==> src/rtl/tmon_pkg.sv <==
// Shared types and constants for threshold_monitor: compare-mode encoding,
// default threshold and the persistence-counter width helper.
package tmon_pkg;

  localparam logic [1:0] MODE_EQ = 2'b00;
  localparam logic [1:0] MODE_GE = 2'b01;
  localparam logic [1:0] MODE_LE = 2'b10;
  localparam logic [1:0] MODE_NE = 2'b11;

  typedef enum logic [1:0] {
    CMP_EQ = MODE_EQ,
    CMP_GE = MODE_GE,
    CMP_LE = MODE_LE,
    CMP_NE = MODE_NE
  } cmp_mode_e;

  localparam int TMON_DEFAULT_THRESHOLD = 10;

  // Counter must be able to hold the value PERSIST itself.
  function automatic int persist_cnt_w(input int persist);
    return $clog2(persist + 1);
  endfunction

endpackage

==> src/rtl/tmon_channel.sv <==
// One monitored channel: programmable compare, persistence counter, match,
// rise pulse and sticky flag, plus the count snapshot when TMON_SNAPSHOT_EN is defined.
module tmon_channel
  import tmon_pkg::*;
#(
  parameter int               WIDTH             = 4,
  parameter logic [WIDTH-1:0] DEFAULT_THRESHOLD = WIDTH'(TMON_DEFAULT_THRESHOLD),
  parameter int               PERSIST           = 1
) (
  input  logic             clk,
  input  logic             rst_n,
  input  logic [WIDTH-1:0] count,
  input  logic             valid,
  input  logic             cfg_wr,
  input  logic [WIDTH-1:0] cfg_threshold,
  input  cmp_mode_e        cfg_mode,
  input  logic             clr_sticky,
  output logic             match,
  output logic             match_rise,
`ifdef TMON_SNAPSHOT_EN
  output logic [WIDTH-1:0] snap,
`endif
  output logic             sticky
);

  localparam int              CNTW      = persist_cnt_w(PERSIST);
  localparam logic [CNTW-1:0] PERSIST_C = CNTW'(PERSIST);

  logic [WIDTH-1:0] thr_q, thr_d;
  cmp_mode_e        mode_q, mode_d;
  logic [CNTW-1:0]  cnt_q, cnt_d;
  logic             match_q, match_d;
  logic             rise_q, rise_d;
  logic             sticky_q, sticky_d;
  logic             raw;

  always_comb begin
    raw = 1'b0;
    case (mode_q)
      CMP_EQ:  raw = (count == thr_q);
      CMP_GE:  raw = (count >= thr_q);
      CMP_LE:  raw = (count <= thr_q);
      CMP_NE:  raw = (count != thr_q);
      default: raw = 1'b0;
    endcase

    thr_d  = thr_q;
    mode_d = mode_q;
    cnt_d  = cnt_q;
    // A config write restarts the channel and discards this cycle's sample.
    if (cfg_wr) begin
      thr_d  = cfg_threshold;
      mode_d = cfg_mode;
      cnt_d  = '0;
    end else if (valid) begin
      if (!raw) cnt_d = '0;
      else if (cnt_q != PERSIST_C) cnt_d = cnt_q + CNTW'(1);
    end

    match_d  = (cnt_d == PERSIST_C);
    rise_d   = match_d && !match_q;
    sticky_d = rise_d ? 1'b1 : (clr_sticky ? 1'b0 : sticky_q);
  end

  always_ff @(posedge clk or negedge rst_n) begin
    if (!rst_n) begin
      thr_q    <= DEFAULT_THRESHOLD;
      mode_q   <= CMP_EQ;
      cnt_q    <= '0;
      match_q  <= 1'b0;
      rise_q   <= 1'b0;
      sticky_q <= 1'b0;
    end else begin
      thr_q    <= thr_d;
      mode_q   <= mode_d;
      cnt_q    <= cnt_d;
      match_q  <= match_d;
      rise_q   <= rise_d;
      sticky_q <= sticky_d;
    end
  end

`ifdef TMON_SNAPSHOT_EN
  logic [WIDTH-1:0] snap_q, snap_d;

  always_comb begin
    snap_d = rise_d ? count : snap_q;
  end

  always_ff @(posedge clk or negedge rst_n) begin
    if (!rst_n) snap_q <= '0;
    else        snap_q <= snap_d;
  end

  assign snap = snap_q;
`endif

  assign match      = match_q;
  assign match_rise = rise_q;
  assign sticky     = sticky_q;

endmodule

==> src/rtl/threshold_monitor.sv <==
// CH-channel threshold monitor: config write decode, per-channel instances and irq.
// Define TMON_SNAPSHOT_EN to add the snap_value output.
module threshold_monitor
  import tmon_pkg::*;
#(
  parameter int               WIDTH             = 4,
  parameter int               CH                = 2,
  parameter logic [WIDTH-1:0] DEFAULT_THRESHOLD = WIDTH'(TMON_DEFAULT_THRESHOLD),
  parameter int               PERSIST           = 1,
  localparam int              CHW               = (CH > 1) ? $clog2(CH) : 1
) (
  input  logic                clk,
  input  logic                rst_n,
  input  logic [CH*WIDTH-1:0] count_in,
  input  logic                valid_in,
  input  logic                cfg_we,
  input  logic [CHW-1:0]      cfg_ch,
  input  logic [WIDTH-1:0]    cfg_threshold,
  input  logic [1:0]          cfg_mode,
  input  logic [CH-1:0]       clr_sticky,
  output logic [CH-1:0]       match,
  output logic [CH-1:0]       match_rise,
  output logic [CH-1:0]       sticky,
`ifdef TMON_SNAPSHOT_EN
  output logic [CH*WIDTH-1:0] snap_value,
`endif
  output logic                irq
);

  logic [CH-1:0] cfg_sel;
  logic          irq_q, irq_d;

  // Equality decode: an out-of-range cfg_ch selects no channel.
  for (genvar i = 0; i < CH; i++) begin : g_ch
    assign cfg_sel[i] = cfg_we && (int'(cfg_ch) == i);

    tmon_channel #(
      .WIDTH             (WIDTH),
      .DEFAULT_THRESHOLD (DEFAULT_THRESHOLD),
      .PERSIST           (PERSIST)
    ) u_ch (
      .clk           (clk),
      .rst_n         (rst_n),
      .count         (count_in[i*WIDTH +: WIDTH]),
      .valid         (valid_in),
      .cfg_wr        (cfg_sel[i]),
      .cfg_threshold (cfg_threshold),
      .cfg_mode      (cmp_mode_e'(cfg_mode)),
      .clr_sticky    (clr_sticky[i]),
      .match         (match[i]),
      .match_rise    (match_rise[i]),
`ifdef TMON_SNAPSHOT_EN
      .snap          (snap_value[i*WIDTH +: WIDTH]),
`endif
      .sticky        (sticky[i])
    );
  end

  always_comb begin
    irq_d = |sticky;
  end

  always_ff @(posedge clk or negedge rst_n) begin
    if (!rst_n) irq_q <= 1'b0;
    else        irq_q <= irq_d;
  end

  assign irq = irq_q;

endmodule

==> config.mk <==
export PLATFORM = sky130hd
export DESIGN_NAME = threshold_monitor
export DESIGN_NICKNAME = d
export VERILOG_FILES = /design/src/rtl/tmon_pkg.sv /design/src/rtl/tmon_channel.sv /design/src/rtl/threshold_monitor.sv
export SDC_FILE = /design/constraint.sdc
export NUM_CORES = 1
export LEC_CHECK = 0
export CORE_AREA = 2 2 49 51
export CTS_BUF_LIST = sky130_fd_sc_hd__clkbuf_16
export CTS_CLUSTER_DIAMETER = 200
export CTS_CLUSTER_SIZE = 10
export DETAILED_ROUTE_END_ITERATION = 10
export DIE_AREA = 0 0 51 53
export PLACE_DENSITY = 0.85
export SYNTH_ARGS = -nofsm -noshare
export SYNTH_HDL_FRONTEND = slang
export SYNTH_SLANG_ARGS = --single-unit
==> constraint.sdc <==
create_clock -name clk -period 3.2 [get_ports clk]
set_clock_uncertainty 0.1 [all_clocks]
set_input_delay 0.48 -clock clk [delete_from_list [all_inputs] [get_ports clk]]
set_output_delay 0.48 -clock clk [all_outputs]
set_load 0.05 [all_outputs]
==> impl_results.html <==
<table>
<tr><th>Metric</th><th>Value</th></tr>
<tr><th colspan="2">Status</th></tr>
<tr><td>Outcome</td><td>complete, no violations</td></tr>
<tr><th colspan="2">Setup path</th></tr>
<tr><td>Startpoint of the worst-slack reg-to-reg timing path</td><td>g_ch[1].u_ch.thr_q[3]$_DFFE_PN1P_</td></tr>
<tr><td>Worst path max stage delay</td><td>0.82 ns</td></tr>
<tr><td>Crit start category</td><td>flop</td></tr>
<tr><td>Largest delay contributor family on the critical path</td><td>buffers and inverters</td></tr>
<tr><td>Cells along the critical path</td><td>clkdlybuf4s50_1</td></tr>
<tr><td>Count of buffering cells on the critical path with inverters included</td><td>1</td></tr>
<tr><td>Worst setup path startpoint</td><td>g_ch[1].u_ch.cnt_q$_DFF_PN0_</td></tr>
<tr><td>Endpoint type of the worst setup path</td><td>output port</td></tr>
<tr><td>Cell at the slowest stage of the critical path</td><td>clkdlybuf4s50_1</td></tr>
<tr><td>Arrival time worst endpoint</td><td>about 1.5 ns</td></tr>
<tr><td>CP required</td><td>2.62 ns</td></tr>
<tr><td>Highest fanout seen on the critical path</td><td>4</td></tr>
<tr><td>Critical path class</td><td>flop to output port</td></tr>
<tr><th colspan="2">Placement</th></tr>
<tr><td>Estimated wirelength of the detail-placed design</td><td>between 1.5 and 2 mm</td></tr>
<tr><td>Weighted congestion reported at the end of routability-driven placement</td><td>0.730</td></tr>
<tr><td>Cell Count Post-Placement</td><td>approximately 150</td></tr>
<tr><td>Pre-CTS worst setup slack</td><td>around 1.0 ns</td></tr>
<tr><td>Port bufs</td><td>27</td></tr>
<tr><th colspan="2">Floorplanning</th></tr>
<tr><td>Effective utilization at floorplan</td><td>48.5%</td></tr>
<tr><td>Width of the die</td><td>~50 µm</td></tr>
<tr><td>Area enclosed by the die boundary</td><td>roughly 2700 µm²</td></tr>
<tr><td>Number of I/O pins</td><td>28</td></tr>
<tr><td>Area of the placeable core</td><td>2150 µm²</td></tr>
<tr><td>Chip Height</td><td>53 µm</td></tr>
<tr><td>Std cell rows</td><td>17</td></tr>
<tr><th colspan="2">Synth</th></tr>
<tr><td>Top-count cell post-synth</td><td>dfrtp_1</td></tr>
<tr><td>Count of unique library cells instantiated by Yosys</td><td>28</td></tr>
<tr><td>Number of cells produced by synthesis</td><td>just under 100</td></tr>
<tr><td>Async SR Flop Fraction</td><td>100%</td></tr>
<tr><td>Synthesized area divided by synthesized cell count</td><td>10.7 µm²</td></tr>
<tr><td>Total of warnings raised by yosys</td><td>0</td></tr>
<tr><td>Post-synthesis sequential element count</td><td>19</td></tr>
<tr><td>Top cell type's share of synthesized area</td><td>a little over a third</td></tr>
<tr><td>Cell Area, Synth</td><td>1040 µm²</td></tr>
<tr><td>Post-synth top area cell</td><td>dfrtp_1</td></tr>
<tr><td>Post-Syn Nets</td><td>~130</td></tr>
<tr><td>Proportion of synthesized chip area in sequential cells</td><td>between 40% and 50%</td></tr>
<tr><td>Cell types occupying the most area after synthesis</td><td>dfrtp_1, dfstp_2, ha_1</td></tr>
<tr><td>Most common flop cell mapped by yosys</td><td>dfrtp_1</td></tr>
<tr><td>EDFF count, synth</td><td>0</td></tr>
<tr><td>Commonest cells post-synth</td><td>dfrtp_1, inv_1, nand2_1</td></tr>
<tr><th colspan="2">Route</th></tr>
<tr><td>DRT Pass-1 Iters</td><td>5</td></tr>
<tr><td>Average vias per placed instance</td><td>around 5.5</td></tr>
<tr><td>Routed vias</td><td>821</td></tr>
<tr><td>Starting DRC count in detailed routing</td><td>22</td></tr>
<tr><td>Average wire per standard cell</td><td>~15 µm</td></tr>
<tr><td>Number of design rule violations left after detail routing</td><td>0</td></tr>
<tr><td>Sum of routed wire length over all layers</td><td>2.26 mm</td></tr>
<tr><td>Final ANT Viol Nets</td><td>0</td></tr>
<tr><th colspan="2">Finish</th></tr>
<tr><td>Number of diodes added for antenna fixing</td><td>0</td></tr>
<tr><td>Final non-filler cell total</td><td>150</td></tr>
<tr><td>Layout-stage area growth over the synthesis result</td><td>32.5%</td></tr>
<tr><td>Final #Nets</td><td>about 150</td></tr>
<tr><td>Share of layout cells above drive strength 1</td><td>between 10% and 20%</td></tr>
<tr><th colspan="2">CTS</th></tr>
<tr><td>Post-CTS Hold Buffers</td><td>0</td></tr>
<tr><td>Library cell used as clock root buffer</td><td>clkbuf_16</td></tr>
<tr><td>H-tree lvl count</td><td>1</td></tr>
<tr><td>CTS buffer count</td><td>3</td></tr>
<tr><td>Reg clk slew, reported paths</td><td>0.05 ns</td></tr>
<tr><td>Clock insertion delay at the later pin of the skew report</td><td>~0.25 ns</td></tr>
<tr><td>Number of cells upsized or downsized after cts</td><td>0</td></tr>
<tr><td>Number of clock sinks seen by CTS</td><td>19</td></tr>
<tr><td>Post-CTS Setup Repair Bufs</td><td>0</td></tr>
<tr><td>TritonCTS clock tree</td><td>yes</td></tr>
<tr><td>Number of buffers on the longest clock path</td><td>2</td></tr>
<tr><th colspan="2">STA</th></tr>
<tr><td>Setup violations, final</td><td>0</td></tr>
<tr><td>Setup repair after global routing missed its margin</td><td>no</td></tr>
<tr><td>Worst-Margin Slew</td><td>roughly 0.82 ns</td></tr>
<tr><td>Slew Limit Fails</td><td>0</td></tr>
<tr><td>Total Negative Setup Slacks</td><td>0 ns</td></tr>
<tr><td>Hold WS</td><td>approximately 0.4 ns</td></tr>
<tr><td>Maximum achievable frequency</td><td>between 400 and 500 MHz</td></tr>
<tr><td>Relative slew margins</td><td>between 40% and 50%</td></tr>
<tr><td>Final worst setup slack</td><td>between 1 and 1.5 ns</td></tr>
<tr><td>Final Hold Violating Endpoints</td><td>0</td></tr>
<tr><td>Portion of the clock cycle consumed by the worst path in the final layout</td><td>between 60 and 70%</td></tr>
<tr><td>Fin crit period</td><td>around 2.1 ns</td></tr>
<tr><th colspan="2">Global routing</th></tr>
<tr><td>Largest net degree at the start of global routing</td><td>20</td></tr>
<tr><td>Wire length of the first global-routing pass</td><td>just under 4 mm</td></tr>
<tr><td>Global-route usage over all layers</td><td>between 20% and 30%</td></tr>
<tr><td>Overflow left after global routing</td><td>0</td></tr>
<tr><td>Initial antenna violation count</td><td>0</td></tr>
<tr><td>Vias in the first global route</td><td>just under 900</td></tr>
<tr><th colspan="2">Worst hold path</th></tr>
<tr><td>Worst hold-check path type</td><td>flop to flop</td></tr>
<tr><td>Hold path startpoint</td><td>g_ch[0].u_ch.cnt_q$_DFF_PN0_</td></tr>
<tr><th colspan="2">Power and ir drop</th></tr>
<tr><td>Power Internal</td><td>0.000566 W</td></tr>
<tr><td>Maximum VDD drop</td><td>about 0.32 mV</td></tr>
<tr><td>Power share of the clock group</td><td>30.1%</td></tr>
<tr><td>Power Density</td><td>about 600 nW/µm²</td></tr>
<tr><td>Total Power Consumption</td><td>between 0.0008 and 0.0009 W</td></tr>
<tr><td>Proportion of total power due to net switching</td><td>between 30% and 40%</td></tr>
<tr><td>Flop pwr share</td><td>between 30 and 40%</td></tr>
<tr><td>Switching power total</td><td>between 0.0002 and 0.0003 W</td></tr>
<tr><td>Leakage power</td><td>~0.62 nW</td></tr>
<tr><td>Combinational fraction of design power</td><td>~32%</td></tr>
<tr><th colspan="2">Run</th></tr>
<tr><td>Max Cap Viol</td><td>0</td></tr>
</table>
sequential cells by signal, indices dropped and copies added (netlist names):
signal and count:
g_ch.u_ch.sticky 2, g_ch.u_ch.cnt_q 2, irq 1, g_ch.u_ch.match_rise 2, g_ch.u_ch.mode_q 4, g_ch.u_ch.thr_q 8
cells by family (layout without fill, tap and decap cells):
logic type               count (synthesis)  in the layout  share of synthesized area [%]
AND/OR/NAND/NOR                         24             24                           13.7
buffers and inverters                   19             44                           9.36
flip-flops                              19             19                           46.1
adder cells (fa/ha/maj)                  8              8                           9.60
multiplexers                             8              8                           8.64
AO/OA/AOI/OAI                           19             19                           12.6
through the flow:
stage               util, %  cell area (µm²)
finish                 64.3             1380
floorplan                 -             1040
global placement       60.6             1300
global route           64.3             1380
CTS                    64.3             1380
detailed placement     60.6             1300
routing by layer:
metal | track usage (%) | up-vias | part of all wire (%)
met4 | 8.56 | 0 | 3.0
met3 | 3.67 | 9 | 4.7
met5 | 0 | - | 0
met2 | 40.5 | 31 | 56
met1 | 20.3 | 394 | 36
li1 | - | 387 | -
cell usage in the layout (no fill, tap or decap), drive strengths merged:
master          n
nor3b           2
nand3b          1
o22ai           2
and4            2
dfstp           4
a32oi           1
inv            13
nand4           2
buf             1
clkdlybuf4s50  27
dfrtp          15
o31a            2
a31oi           1
o211ai          6
and3b           2
nor2            2
clkbuf          3
ha              8
nand2           9
nand2b          1
a21oi           2
mux2            8
nor2b           3
o21ai           5
power groups by stage:
stage | clock network (W) | registers [W] | logic (W)
final | 0.000250 | 0.000313 | 0.000268
after global routing | 0.000264 | 0.000318 | 0.000293
after CTS | 0.000254 | 0.000313 | 0.000270
after detailed placement | 0 | 0.000317 | 0.000264
after global placement | 0 | 0.000313 | 0.000256
after floorplan | 0 | 0.000325 | 0.000179
final timing paths:
check | end | slack [ns] | depth (start not counted)
max in group asynchronous | g_ch[1].u_ch.match_rise$_DFF_PN0_ | 1.89 | 1
min in group asynchronous | irq$_DFF_PN0_ | 0.61 | 1
worst max-delay path | match[1] | 1.15 | 1
worst min-delay path | g_ch[0].u_ch.match_rise$_DFF_PN0_ | 0.39 | 1
worst min register to register | g_ch[0].u_ch.match_rise$_DFF_PN0_ | 0.39 | 1
worst max register to register | g_ch[1].u_ch.sticky$_DFFE_PN0P_ | 1.30 | 6
area by class of cell:
type,instances,area (µm²)
Clock buffer,3,75.1
Multi-Input combinational cell,59,464
Inverter,12,45.0
Clock inverter,1,3.75
Tap cell,28,35.0
Sequential cell,19,480
Timing Repair Buffer,28,278
Fill cell,164,767
Power figures use the tool's default switching activity.
